## src/rtl/alien_grid.sv

```systemverilog
// Alien formation: alive bitmap, bullet collision with 1-cycle registered hit, marching, score and end-of-wave flags.
// The collision is evaluated every cycle on current state. Marching freezes once the wave is cleared or has landed.
module alien_grid #(
    parameter int COLS     = 8,
    parameter int ROWS     = 4,
    parameter int STEP_DIV = 8,
    parameter int SCORE_W  = 8
) (
    input  logic                   clk,
    input  logic                   reset,
    input  logic                   clr,
    input  logic                   enable,
    input  logic                   flying,
    input  logic [4:0]             bulletX,
    input  logic [3:0]             bulletY,
    output logic                   hit,
    output logic [ROWS*COLS-1:0]   alive,
    output logic [4:0]             formX,
    output logic [3:0]             formY,
    output logic                   dir,
    output logic [SCORE_W-1:0]     score,
    output logic                   cleared,
    output logic                   landed
);
    localparam int N     = ROWS * COLS;
    localparam int DIV_W = (STEP_DIV > 1) ? $clog2(STEP_DIV) : 1;
    localparam logic [4:0]       RIGHT_EDGE = 5'(32 - (2 * COLS - 1));
    localparam logic [3:0]       LAND_Y     = 4'(16 - ROWS);
    localparam logic [DIV_W-1:0] DIV_LAST   = DIV_W'(STEP_DIV - 1);

    logic [DIV_W-1:0] div;
    logic [N-1:0]     hit_vec;
    logic [N-1:0]     alive_nxt;
    logic             collide;
    logic             frozen;
    logic             tick_en;
    logic             step;
    logic             turn;

    // Cell positions are unique, so at most one hit_vec bit can be set.
    always_comb begin
        hit_vec = '0;
        for (int r = 0; r < ROWS; r++) begin
            for (int c = 0; c < COLS; c++) begin
                if (({1'b0, bulletX} == ({1'b0, formX} + 6'(2 * c))) &&
                    ({1'b0, bulletY} == ({1'b0, formY} + 5'(r)))) begin
                    hit_vec[r*COLS+c] = flying & alive[r*COLS+c];
                end
            end
        end
    end

    assign collide   = |hit_vec;
    assign alive_nxt = alive & ~hit_vec;
    assign frozen    = landed | cleared;
    assign tick_en   = enable & ~frozen;
    assign step      = tick_en && (div == DIV_LAST);
    assign turn      = dir ? (formX == RIGHT_EDGE) : (formX == 5'd0);

    always_ff @(posedge clk) begin
        if (reset || clr) begin
            formX   <= '0;
            formY   <= '0;
            dir     <= 1'b1;
            alive   <= '1;
            hit     <= 1'b0;
            cleared <= 1'b0;
            landed  <= 1'b0;
            div     <= '0;
            if (reset) begin
                score <= '0;
            end
        end else begin
            hit   <= collide;
            alive <= alive_nxt;
            if (collide && (score != '1)) begin
                score <= score + 1'b1;
            end
            if (collide && (alive_nxt == '0)) begin
                cleared <= 1'b1;
            end
            if (tick_en) begin
                div <= step ? '0 : div + 1'b1;
            end
            if (step) begin
                if (turn) begin
                    formY <= formY + 4'd1;
                    dir   <= ~dir;
                    if ((formY + 4'd1) == LAND_Y) begin
                        landed <= 1'b1;
                    end
                end else begin
                    formX <= dir ? formX + 5'd1 : formX - 5'd1;
                end
            end
        end
    end
endmodule

```

## config.mk

```make
export PLATFORM = sky130hd
export DESIGN_NAME = alien_grid
export DESIGN_NICKNAME = d
export VERILOG_FILES = /design/src/rtl/alien_grid.sv
export SDC_FILE = /design/constraint.sdc
export NUM_CORES = 1
export LEC_CHECK = 0
export BUFFER_PORTS_ARGS = -buffer_cell sky130_fd_sc_hd__buf_4
export CAP_MARGIN = 25
export CORE_UTILIZATION = 45
export CTS_BUF_LIST = sky130_fd_sc_hd__clkbuf_8
export DETAILED_ROUTE_END_ITERATION = 7
export GPL_TIMING_DRIVEN = 0
export PLACE_DENSITY_LB_ADDON = 0.05
export SYNTH_ARGS = -nofsm -noshare
export SYNTH_HDL_FRONTEND = slang
export SYNTH_SLANG_ARGS = --single-unit
```

## constraint.sdc

```tcl
create_clock -name clk -period 4.7 [get_ports clk]
set_clock_uncertainty 0.15 [all_clocks]
set_input_delay 0.94 -clock clk [delete_from_list [all_inputs] [get_ports clk]]
set_output_delay 0.94 -clock clk [all_outputs]
set_load 0.01 [all_outputs]
```

==> results of run 1 <==
-- synthesized netlist by cell type (3+ instances only) --
cell type	number	area [um^2]
a222oi_1	3	30.03
xor2_1	13	113.9
ha_1	20	250.2
xnor2_1	21	183.9
mux2i_1	3	30.03
nand2_1	47	176.4
a21o_1	3	22.52
inv_1	15	56.30
nor3_1	8	40.04
clkbuf_1	11	41.29
nor2b_1	5	31.28
a22oi_1	5	37.54
dfxtp_1	48	960.9
and3_1	3	18.77
nand2b_1	5	31.28
o21ai_0	37	185.2
nor2_1	30	112.6
nand4_1	11	68.82
nand3b_1	3	22.52
edfxtp_1	8	240.2
a21oi_1	15	75.07
nor3b_1	3	22.52
nand3_1	13	65.06
or3_1	5	31.28
-- registers in the layout, summed over array words and instances (netlist names) --
signal,cells
alive,32
cleared,1
dir,1
div,3
formX,5
formY,4
hit,1
landed,1
score,8
-- logic make-up after synthesis --
kind of cell,Yosys count
compound gates,90
xor+xnor,39
fa+ha+maj,21
buf+inv,30
flops,56
mux,5
simple gates,150
-- worst min-delay path, stage by stage, from the launching register on --
cell     delay (ns)
dfxtp_1        0.32
nand2_1        0.05
a21oi_1        0.05
-- per-layer routing --
metal	up-vias	GRT usage, %	part of all wire [%]
li1	1527	-	-
met1	1471	34.10	48
met2	99	36.85	44
met3	15	4.571	6.1
met4	0	6.012	1.7
met5	-	0	0
-- power by group through the flow --
stage	registers, mW	logic (mW)	clock network (mW)
6_report	0.496	0.0853	0.368
5_1_grt	0.497	0.0941	0.392
4_1_cts	0.496	0.0851	0.373
3_5_place_dp	0.507	0.0847	0
3_3_place_gp	0.507	0.0835	0
2_1_floorplan	0.508	0.0508	0
-- area by class of cell --
type	count	area (um^2)
fillers	698	3117
multi-input cells	305	2071
flip-flops and latches	56	1201
repair buffers	66	493.0
well taps	99	123.9
clock buffers	5	68.82
plain buffers	15	62.56
clock inverters	2	60.06
inverters	15	56.30
-- stage by stage --
stage	instance area [um^2]	setup slack (ns)	cells	hold WS [ns]	utilization, %
floorplan	3391	1.007	391	0.2856	-
global placement	4003	0.3010	555	0.2939	55.18
detailed placement	4008	0.5189	556	0.3019	55.25
CTS	4136	0.6700	563	0.3156	57.03
global route	4136	0.3982	563	0.3451	57.03
finish	4136	0.6671	563	0.3123	57.03
-- final timing paths --
check | end | slack [ns] | cells past startpoint
max | score[3]$_SDFFCE_PP0P_ | 0.67 | 11
min | div[1]$_SDFFE_PP0P_ | 0.31 | 2
max reg2reg | score[3]$_SDFFCE_PP0P_ | 0.67 | 11
min reg2reg | div[1]$_SDFFE_PP0P_ | 0.31 | 2
==> metrics.md, run 1 <==
| Metric | Value |
|---|---|
| Status | `finished clean` |
| HP Start | `div[1]$_SDFFE_PP0P_` |
| Synth async-reset ratio | `0%` |
| First-pass GRT wire length | `14.30 mm` |
| Post-CTS setup buffers | `0` |
| Clock share of power | `about 39%` |
| Fin crit share | `between 80% and 90%` |
| Cell family contributing the most delay on the critical path | `compound AO/OA/AOI/OAI gates` |
| Largest family of logic cells by synthesized area | `simple AND/OR/NAND/NOR gates` |
| Commonest non-fill, non-tap cell in the layout | `buf_4` |
| Power density over cell area | `approximately 230 mW/mm^2` |
| Worst min path class | `flop to flop` |
| CTS sink count | `56` |
| Crit path cell chain | `inv_1, ha_1, xnor2_1, nand3_1, a211oi_1, a222oi_1, a21oi_1, or4_1, nor3_2, o31ai_1, buf_2` |
| Dpl hpwl | `6.873 mm` |
| Row cnt | `31` |
| Syn nets | `about 430` |
| Overflow after GRT | `0` |
| Worst r2r src | `formX[2]$_SDFFE_PP0P_` |
| Commonest non-fill, non-tap cells in the layout | `buf_4 (66), dfxtp_1 (48), nand2_1 (47), o21ai_0 (37), nor2_1 (30)` |
| Post-CTS sizing | `0` |
| Kind of start point of the critical path | `flop` |
| Cells after synthesis | `between 300 and 400` |
| Setup TNS Final | `0 ns` |
| Setup CP Type | `flop to flop` |
| Drt drc | `0` |
| Fin crit period | `4.033 ns` |
| Gr usage total | `23.84%` |
| Critical path peak fanout | `9` |
| Detailed Route WL | `between 8 and 9 mm` |
| DRT Pass-1 Iters | `5` |
| Clock transition at path regs | `roughly 0.1 ns` |
| Maximum vdd drop | `between 0.1 and 0.15 mV` |
| Largest net degree at the start of global routing | `17` |
| Unrepaired setup endpoints after global routing | `no` |
| Post-synth EDFFs | `8` |
| Syn_area_per_cell | `8.672 um^2` |
| Initial antenna violation count | `0` |
| I/O Pins | `67` |
| Final setup viols | `0` |
| Die area | `about 0.0079 mm^2` |
| Seq/Total Area, Yosys | `35.42%` |
| LEAKAGE | `1.685 nW` |
| Flop pwr share | `around 52%` |
| Final antenna diode count | `0` |
| Clock tree buffer depth | `2` |
| CTS Hold Bufs | `0` |
| Synth unique cells | `67` |
| Post-Syn Area | `~0.0034 mm^2` |
| Detailed-route via count | `between 3000 and 4000` |
| Max Slew Vio Count | `0` |
| Fin nets | `between 400 and 500` |
| Multiplexer share of the synthesized area | `under 10%` |
| Syn. warnings | `0` |
| Worst path bufs/invs | `2` |
| Vias in the first global route | `roughly 2900` |
| Initial Util | `a little under half` |
| Sw Share | `around 22%` |
| Post-Synth Adder-Cell Area | `7.970%` |
| Max-slew headroom | `a little over half` |
| Share of layout cells above drive strength 1 | `approximately 20%` |
| Placer Congestion | `roughly 0.9` |
| Xor/xnor share of the synthesized area | `11.88%` |
| Top_reg_cell synth | `dfxtp_1` |
| Least-Margin Pin Slew | `0.6736 ns` |
| TritonCTS clock tree | `done` |
| Critical Path Sink Type | `flop` |
| Core Area | `about 0.0073 mm^2` |
| Total CTS buffers | `5` |
| Root cell of the clock tree | `clkbuf_8` |
| Largest stage delay on the critical path | `0.61 ns` |
| H-tree Lvls | `2` |
| Clk Latency, worst-skew pair | `roughly 0.31 ns` |
| First DRT Iteration DRCs | `roughly 210` |
| Worst Setup SP | `formX[2]$_SDFFE_PP0P_` |
| Int Pwr | `around 0.74 mW` |
| Max cap viols | `0` |
| Area grow syn2layout | `21.99%` |
| Die Ht | `roughly 89 um` |
| Per-cell routed wire length | `approximately 16 um` |
| CP max stage cell | `a211oi_1` |
| Final Power | `around 0.95 mW` |
| Register bit total from synthesis | `between 50 and 60` |
| Combinational fraction of design power | `about 9%` |
| WP data required | `~4.6 ns` |
| Max Clk Rate | `248.0 MHz` |
| Die X-Extent | `slightly below 90 um` |
| Arrival time at the worst endpoint | `roughly 3.9 ns` |
| Vias per inst | `5.528` |
| Port Buffers | `65` |
| Final hold violation count | `0` |
| Final antenna-violating net count | `0` |
| Switch Pwr | `between 0.2 and 0.25 mW` |
| Synth Area in Simple Gates | `approximately 22%` |
| Compound-Gate Fraction of Synth Area | `between 10% and 20%` |
Power figures use the tool's default switching activity.
==> inputs of run 2 (changes only) <==
PLACE_DENSITY = 0.67   (was unset)
PLACE_DENSITY_LB_ADDON = unset   (was 0.05)
==> run 2 against run 1 <==
  * Hold slack barely moved
  * Routed wire length rose by 0.42%
  * Global-route usage rose by 0.44 points
  * Via count rose by 1.8%
  * Utilization barely moved
  * Count of clock-buffer cells in the layout rose by 2
  * Clock power fell by 6.3%
  * Total power fell by 2.3%
==> metrics.md, run 2 (synthesized netlist as in run 1, its figures left out) <==
| Metric | Value |
|---|---|
| Status | `finished clean` |
| Final setup viols | `0 (unchanged)` |
| First DRT Iteration DRCs | `188 (-8.3%)` |
| First-pass GRT wire length | `14.71 mm (+2.9%)` |
| Initial antenna violation count | `0 (unchanged)` |
| Clock tree buffer depth | `2 (unchanged)` |
| Share of layout cells above drive strength 1 | `20.00% (+0.17 points)` |
| Largest net degree at the start of global routing | `17 (unchanged)` |
| Fin crit share | `82.55% (-3.3 points)` |
| Total CTS buffers | `5 (unchanged)` |
| Detailed Route WL | `8.906 mm (+0.42%)` |
| Max Clk Rate | `257.8 MHz (+4.0%)` |
| Largest stage delay on the critical path | `0.60 ns (about the same)` |
| Least-Margin Pin Slew | `0.5690 ns (-0.1047 ns)` |
| Max reg flops | `32 (unchanged)` |
| CTS sink count | `56 (unchanged)` |
| WP data required | `4.62 ns (+0.04 ns)` |
| Initial Util | `46.75% (unchanged)` |
| HP Start | `div[1]$_SDFFE_PP0P_` |
| Commonest non-fill, non-tap cells in the layout | `buf_4 (66), dfxtp_1 (48), nand2_1 (47), o21ai_0 (37), nor2_1 (30)` |
| Setup TNS Final | `0 ns (unchanged)` |
| Max-slew headroom | `61.84% (+7.0 points)` |
| Arrival time at the worst endpoint | `3.80 ns (-0.11 ns)` |
| Critical Path Sink Type | `flop` |
| CTS Hold Bufs | `0 (unchanged)` |
| Max cap viols | `0 (unchanged)` |
| Port Buffers | `65 (unchanged)` |
| Post-CTS sizing | `0 (unchanged)` |
| Top reg by flops | `alive` |
| Fin crit period | `3.880 ns (-0.1533 ns)` |
| Power density over cell area | `224.1 mW/mm^2 (-2.3%)` |
| Commonest non-fill, non-tap cell in the layout | `buf_4` |
| Maximum vdd drop | `0.1263 mV (-5.1%)` |
| Gr usage total | `24.28% (+0.44 points)` |
| Final antenna diode count | `0 (unchanged)` |
| Fin nets | `499 (unchanged)` |
| Placer Congestion | `0.9540 (+5.8%)` |
| Die Ht | `88.81 um (unchanged)` |
| Vias in the first global route | `3007 (+4.0%)` |
| Worst path bufs/invs | `3 (+1)` |
| CP max stage cell | `or4_1` |
| Die X-Extent | `88.81 um (unchanged)` |
| Vias per inst | `5.615 (+1.6%)` |
| Drt drc | `0 (unchanged)` |
| Core Area | `0.007253 mm^2 (unchanged)` |
| Multi-input logic area | `0.002071 mm^2 (unchanged)` |
| Kind of start point of the critical path | `flop` |
| Fillers | `698 (unchanged)` |
| LEAKAGE | `1.685 nW (about the same)` |
| Worst Setup SP | `formX[1]$_SDFFE_PP0P_` |
| Per-cell routed wire length | `15.79 um (+0.24%)` |
| I/O Pins | `67 (unchanged)` |
| Reg2reg path depth | `12 (+1)` |
| Final Instance Area | `0.004134 mm^2 (about the same)` |
| Cell mode on critical path | `buf_2` |
| Critical path peak fanout | `8 (-1)` |
| Die area | `0.007886 mm^2 (unchanged)` |
| Worst min path class | `flop to flop` |
| Row cnt | `31 (unchanged)` |
| Detailed-route via count | `3167 (+1.8%)` |
| Setup CP Type | `flop to flop` |
| Placement-stage cell area | `0.004008 mm^2 (unchanged)` |
| WHS Path Cells | `2 (unchanged)` |
| Levels on crit path | `12 (+1)` |
| Root cell of the clock tree | `clkbuf_8` |
| Clk Latency, worst-skew pair | `0.31 ns (about the same)` |
| H-tree Lvls | `2 (unchanged)` |
| Clock transition at path regs | `0.10 ns (about the same)` |
| Final hold violation count | `0 (unchanged)` |
| Worst r2r src | `formX[1]$_SDFFE_PP0P_` |
| Post-CTS setup buffers | `0 (unchanged)` |
| Largest registers | `alive x32, score x8, formX x5` |
| Unrepaired setup endpoints after global routing | `no` |
| Crit path cell chain | `buf_2, inv_1, ha_1, xor2_1, nor3_1, and3_4, a222oi_1, a21oi_1, or4_1, nor3_2, o31ai_1, buf_2` |
| Dpl hpwl | `6.924 mm (+0.74%)` |
| Cell family contributing the most delay on the critical path | `simple AND/OR/NAND/NOR gates` |
| Overflow after GRT | `0 (unchanged)` |
| DRT Pass-1 Iters | `4 (-1)` |
| Max Slew Vio Count | `0 (unchanged)` |
| Area grow syn2layout | `21.92% (about the same)` |
| Storage cell area | `0.001201 mm^2 (unchanged)` |
| Final antenna-violating net count | `0 (unchanged)` |
| TritonCTS clock tree | `done` |
## run 2: changes by cell type in the layout (fill, tap and decap cells not counted), sizes merged
| cell | before | now |
|---|---|---|
| bufinv | 2 | 1 |
| clkbuf | 16 | 18 |
## run 2: stage by stage
stage          utilization (%)  total power, mW  hold WS [ns]  instances  setup WS, ns
3_5_place_dp             55.25           0.5924        0.3011        556        0.5764
6_report                 57.00           0.9266        0.3120        564        0.8203
4_1_cts                  57.00           0.9347        0.3157        564        0.8486
5_1_grt                  57.00           0.9577        0.3565        564        0.6150
3_3_place_gp             55.18           0.5906        0.2958        555        0.2866
2_1_floorplan                -           0.5588        0.2856        391         1.007
## run 2: per-layer routing
layer	global-route usage (%)	up-vias	part of all wire, %
met5	0	-	0
met1	33.05	1493	47
met4	7.918	0	2.0
met2	38.95	115	45
li1	-	1537	-
met3	4.384	22	6.7
## run 2: cell type report
type	instances	area share [%]
multi-input combinational	305	50.09
buffer	15	1.513
timing repair buffer	66	11.92
clock buffer	7	2.331
sequential	56	29.06
inverter	15	1.362
clock inverter	1	0.7264
tap	99	2.996
## run 2: final timing paths
path / end / slack [ns]
worst max-delay path: score[7]$_SDFFCE_PP0P_ / 0.82
worst min-delay path: div[1]$_SDFFE_PP0P_ / 0.31
worst max register to register: score[7]$_SDFFCE_PP0P_ / 0.82
worst min register to register: div[1]$_SDFFE_PP0P_ / 0.31
## run 2: power by group
part	total [mW]	switching (mW)	internal (mW)
logic	0.0858	0.0484	0.0373
clock network	0.345	0.157	0.188
registers	0.496	0.00537	0.491
total	0.927	0.210	0.716
## run 2: worst register-to-register path: stages (launching register included)
cell and delay, ns:
dfxtp_1 0.45, buf_2 0.26, inv_1 0.09, ha_1 0.34, xor2_1 0.37, nor3_1 0.12, and3_4 0.23, a222oi_1 0.35
a21oi_1 0.12, or4_1 0.60, nor3_2 0.20, o31ai_1 0.16, buf_2 0.20
==> inputs of run 3 (changes only) <==
clock period = 3.9 ns   (was 4.7 ns; I/O delays follow)
==> run 3 against run 2 <==
  * Final cell count is the same
  * Count of clock-buffer cells in the layout is the same
  * Non-clock buffer count is the same
  * Global-route usage is the same
  * Final area grew 0.54%
  * Combinational power grew 22%
  * Hold slack is essentially flat
  * Register-to-register slack lost 0.64 ns
  * Total power grew 21%
  * Via count is essentially flat
  * Highest routed layer unchanged
==> metrics.md, run 3 (synthesized netlist as in run 1, its figures left out) <==
| Metric | Value |
|---|---|
| Status | `finished clean` |
| WP data required | `3.82 ns (-0.80 ns)` |
| Arrival time at the worst endpoint | `3.64 ns (-0.16 ns)` |
| Final antenna diode count | `0 (unchanged)` |
| Dpl hpwl | `6.924 mm (unchanged)` |
| Commonest non-fill, non-tap cells in the layout | `buf_4 (66), nand2_1 (47), dfxtp_1 (46), o21ai_0 (37), nor2_1 (30)` |
| Die Ht | `88.81 um (unchanged)` |
| TritonCTS clock tree | `done` |
| Top reg by flops | `alive` |
| Gr usage total | `24.28% (unchanged)` |
| Maximum vdd drop | `0.1527 mV (+21%)` |
| Vias per inst | `5.617 (about the same)` |
| Detailed Route WL | `8.936 mm (+0.34%)` |
| Final Util | `57.31% (+0.31 points)` |
| Critical path peak fanout | `9 (+1)` |
| Setup CP Type | `flop to flop` |
| Clk Latency, worst-skew pair | `0.31 ns (about the same)` |
| I/O Pins | `67 (unchanged)` |
| Final hold slack | `0.3120 ns (-0.00004200 ns)` |
| Max-slew headroom | `61.43% (-0.42 points)` |
| Max Clk Rate | `269.1 MHz (+4.4%)` |
| First-pass GRT wire length | `14.71 mm (unchanged)` |
| Multi-input logic area | `0.002088 mm^2 (+0.85%)` |
| Root cell of the clock tree | `clkbuf_8` |
| Fin crit period | `3.716 ns (-0.1633 ns)` |
| Final Instance Count excl. Fillers | `564 (unchanged)` |
| Final hold violation count | `0 (unchanged)` |
| Storage cell area | `0.001204 mm^2 (+0.21%)` |
| Final antenna-violating net count | `0 (unchanged)` |
| Commonest non-fill, non-tap cell in the layout | `buf_4` |
| Inst Count DP | `556 (unchanged)` |
| Clock transition at path regs | `0.10 ns (about the same)` |
| Fillers | `696 (-0.29%)` |
| Fin nets | `499 (unchanged)` |
| Worst min path class | `flop to flop` |
| Row cnt | `31 (unchanged)` |
| First DRT Iteration DRCs | `199 (+5.9%)` |
| Max Slew Vio Count | `0 (unchanged)` |
| Final Power | `1.118 mW (+21%)` |
| Per-cell routed wire length | `15.84 um (+0.34%)` |
| Power density over cell area | `269.1 mW/mm^2 (+20%)` |
| Largest registers | `alive x32, score x8, formX x5` |
| Port Buffers | `65 (unchanged)` |
| Area grow syn2layout | `22.58%` |
| H-tree Lvls | `2 (unchanged)` |
| Vias in the first global route | `3007 (unchanged)` |
| Initial Util | `46.75% (unchanged)` |
| DRT Pass-1 Iters | `5 (+1)` |
| Max reg flops | `32 (unchanged)` |
| Placer Congestion | `0.9540 (unchanged)` |
| Die area | `0.007886 mm^2 (unchanged)` |
| CTS sink count | `56 (unchanged)` |
| Initial antenna violation count | `0 (unchanged)` |
| Kind of start point of the critical path | `flop` |
| Clock tree buffer depth | `2 (unchanged)` |
| Core Area | `0.007253 mm^2 (unchanged)` |
| Die X-Extent | `88.81 um (unchanged)` |
| Setup TNS Final | `0 ns (unchanged)` |
| Fin crit share | `95.29% (+13 points)` |
| Post-CTS setup buffers | `0 (unchanged)` |
| Unrepaired setup endpoints after global routing | `no` |
| Max cap viols | `0 (unchanged)` |
| Critical Path Sink Type | `flop` |
| Final setup viols | `0 (unchanged)` |
| Total CTS buffers | `5 (unchanged)` |
| Largest net degree at the start of global routing | `17 (unchanged)` |
| Detailed-route via count | `3168 (+0.032%)` |
| Least-Margin Pin Slew | `0.5786 ns (+0.009664 ns)` |
| Overflow after GRT | `0 (unchanged)` |
| LEAKAGE | `1.689 nW (+0.21%)` |
| Drt drc | `0 (unchanged)` |
| Share of layout cells above drive strength 1 | `21.08% (+1.1 points)` |
[run 3: cell types whose count changed in the layout (fill, tap and decap cells not counted)]
| cell | before | now |
|---|---|---|
| xor2_1 | 13 | 12 |
| xor2_2 | 0 | 1 |
| dfxtp_1 | 48 | 46 |
| clkbuf_4 | 0 | 1 |
| dfxtp_2 | 0 | 2 |
| nor3_1 | 8 | 7 |
| buf_2 | 3 | 2 |
| nor3_2 | 1 | 2 |
| a211oi_2 | 0 | 1 |
| a211oi_1 | 2 | 1 |
[run 3: layout make-up]
cell class | instances | share of cell area (%)
Buffer | 15 | 1.565
Timing Repair Buffer | 66 | 11.86
Inverter | 15 | 1.355
Tap cell | 99 | 2.980
Multi-Input combinational cell | 305 | 50.24
Clock buffer | 7 | 2.318
Clock inverter | 1 | 0.7225
Sequential cell | 56 | 28.96
[run 3: path summary, 6_finish.rpt]
path	slack [ns]	end	start	cells after the start
worst min register to register	0.31	div[1]$_SDFFE_PP0P_	div[1]$_SDFFE_PP0P_	2
worst min-delay path	0.31	div[1]$_SDFFE_PP0P_	div[1]$_SDFFE_PP0P_	2
worst max-delay path	0.18	score[7]$_SDFFCE_PP0P_	formX[2]$_SDFFE_PP0P_	11
worst max register to register	0.18	score[7]$_SDFFCE_PP0P_	formX[2]$_SDFFE_PP0P_	11
[run 3: through the flow]
stage / setup WS [ns] / instance area, um^2
floorplan: 0.2633 / 3391
global placement: -0.3534 / 4003
detailed placement: -0.06363 / 4008
CTS: 0.04857 / 4134
global route: 0.01446 / 4156
finish: 0.1836 / 4156
[run 3: what timing repair did]
action	4_1_cts	5_1_grt
hold buffers	0	0
resized for setup	0	6
setup endpoints to repair	0	6
[run 3: worst max-delay path, cell delays in order, from the launching register on]
cell	delay, ns
dfxtp_1	0.53
inv_1	0.18
ha_1	0.38
xor2_2	0.26
nor3_1	0.10
and3_4	0.23
a222oi_1	0.35
a21oi_1	0.12
or4_1	0.61
nor3_2	0.20
o31ai_1	0.16
buf_2	0.20
[run 3: layer usage]
layer | global-route usage, % | vias to the layer above | routed length, um
met5 | 0 | - | 0
met4 | 7.918 | 0 | 170
met3 | 4.384 | 19 | 593
met2 | 38.95 | 120 | 3981
met1 | 33.05 | 1491 | 4190
li1 | - | 1538 | -
[run 3: where the power goes]
part | internal (mW) | switching [mW] | total, mW
clock network | 0.227 | 0.189 | 0.416
registers | 0.591 | 0.00647 | 0.598
logic | 0.0454 | 0.0594 | 0.105
total | 0.863 | 0.255 | 1.12
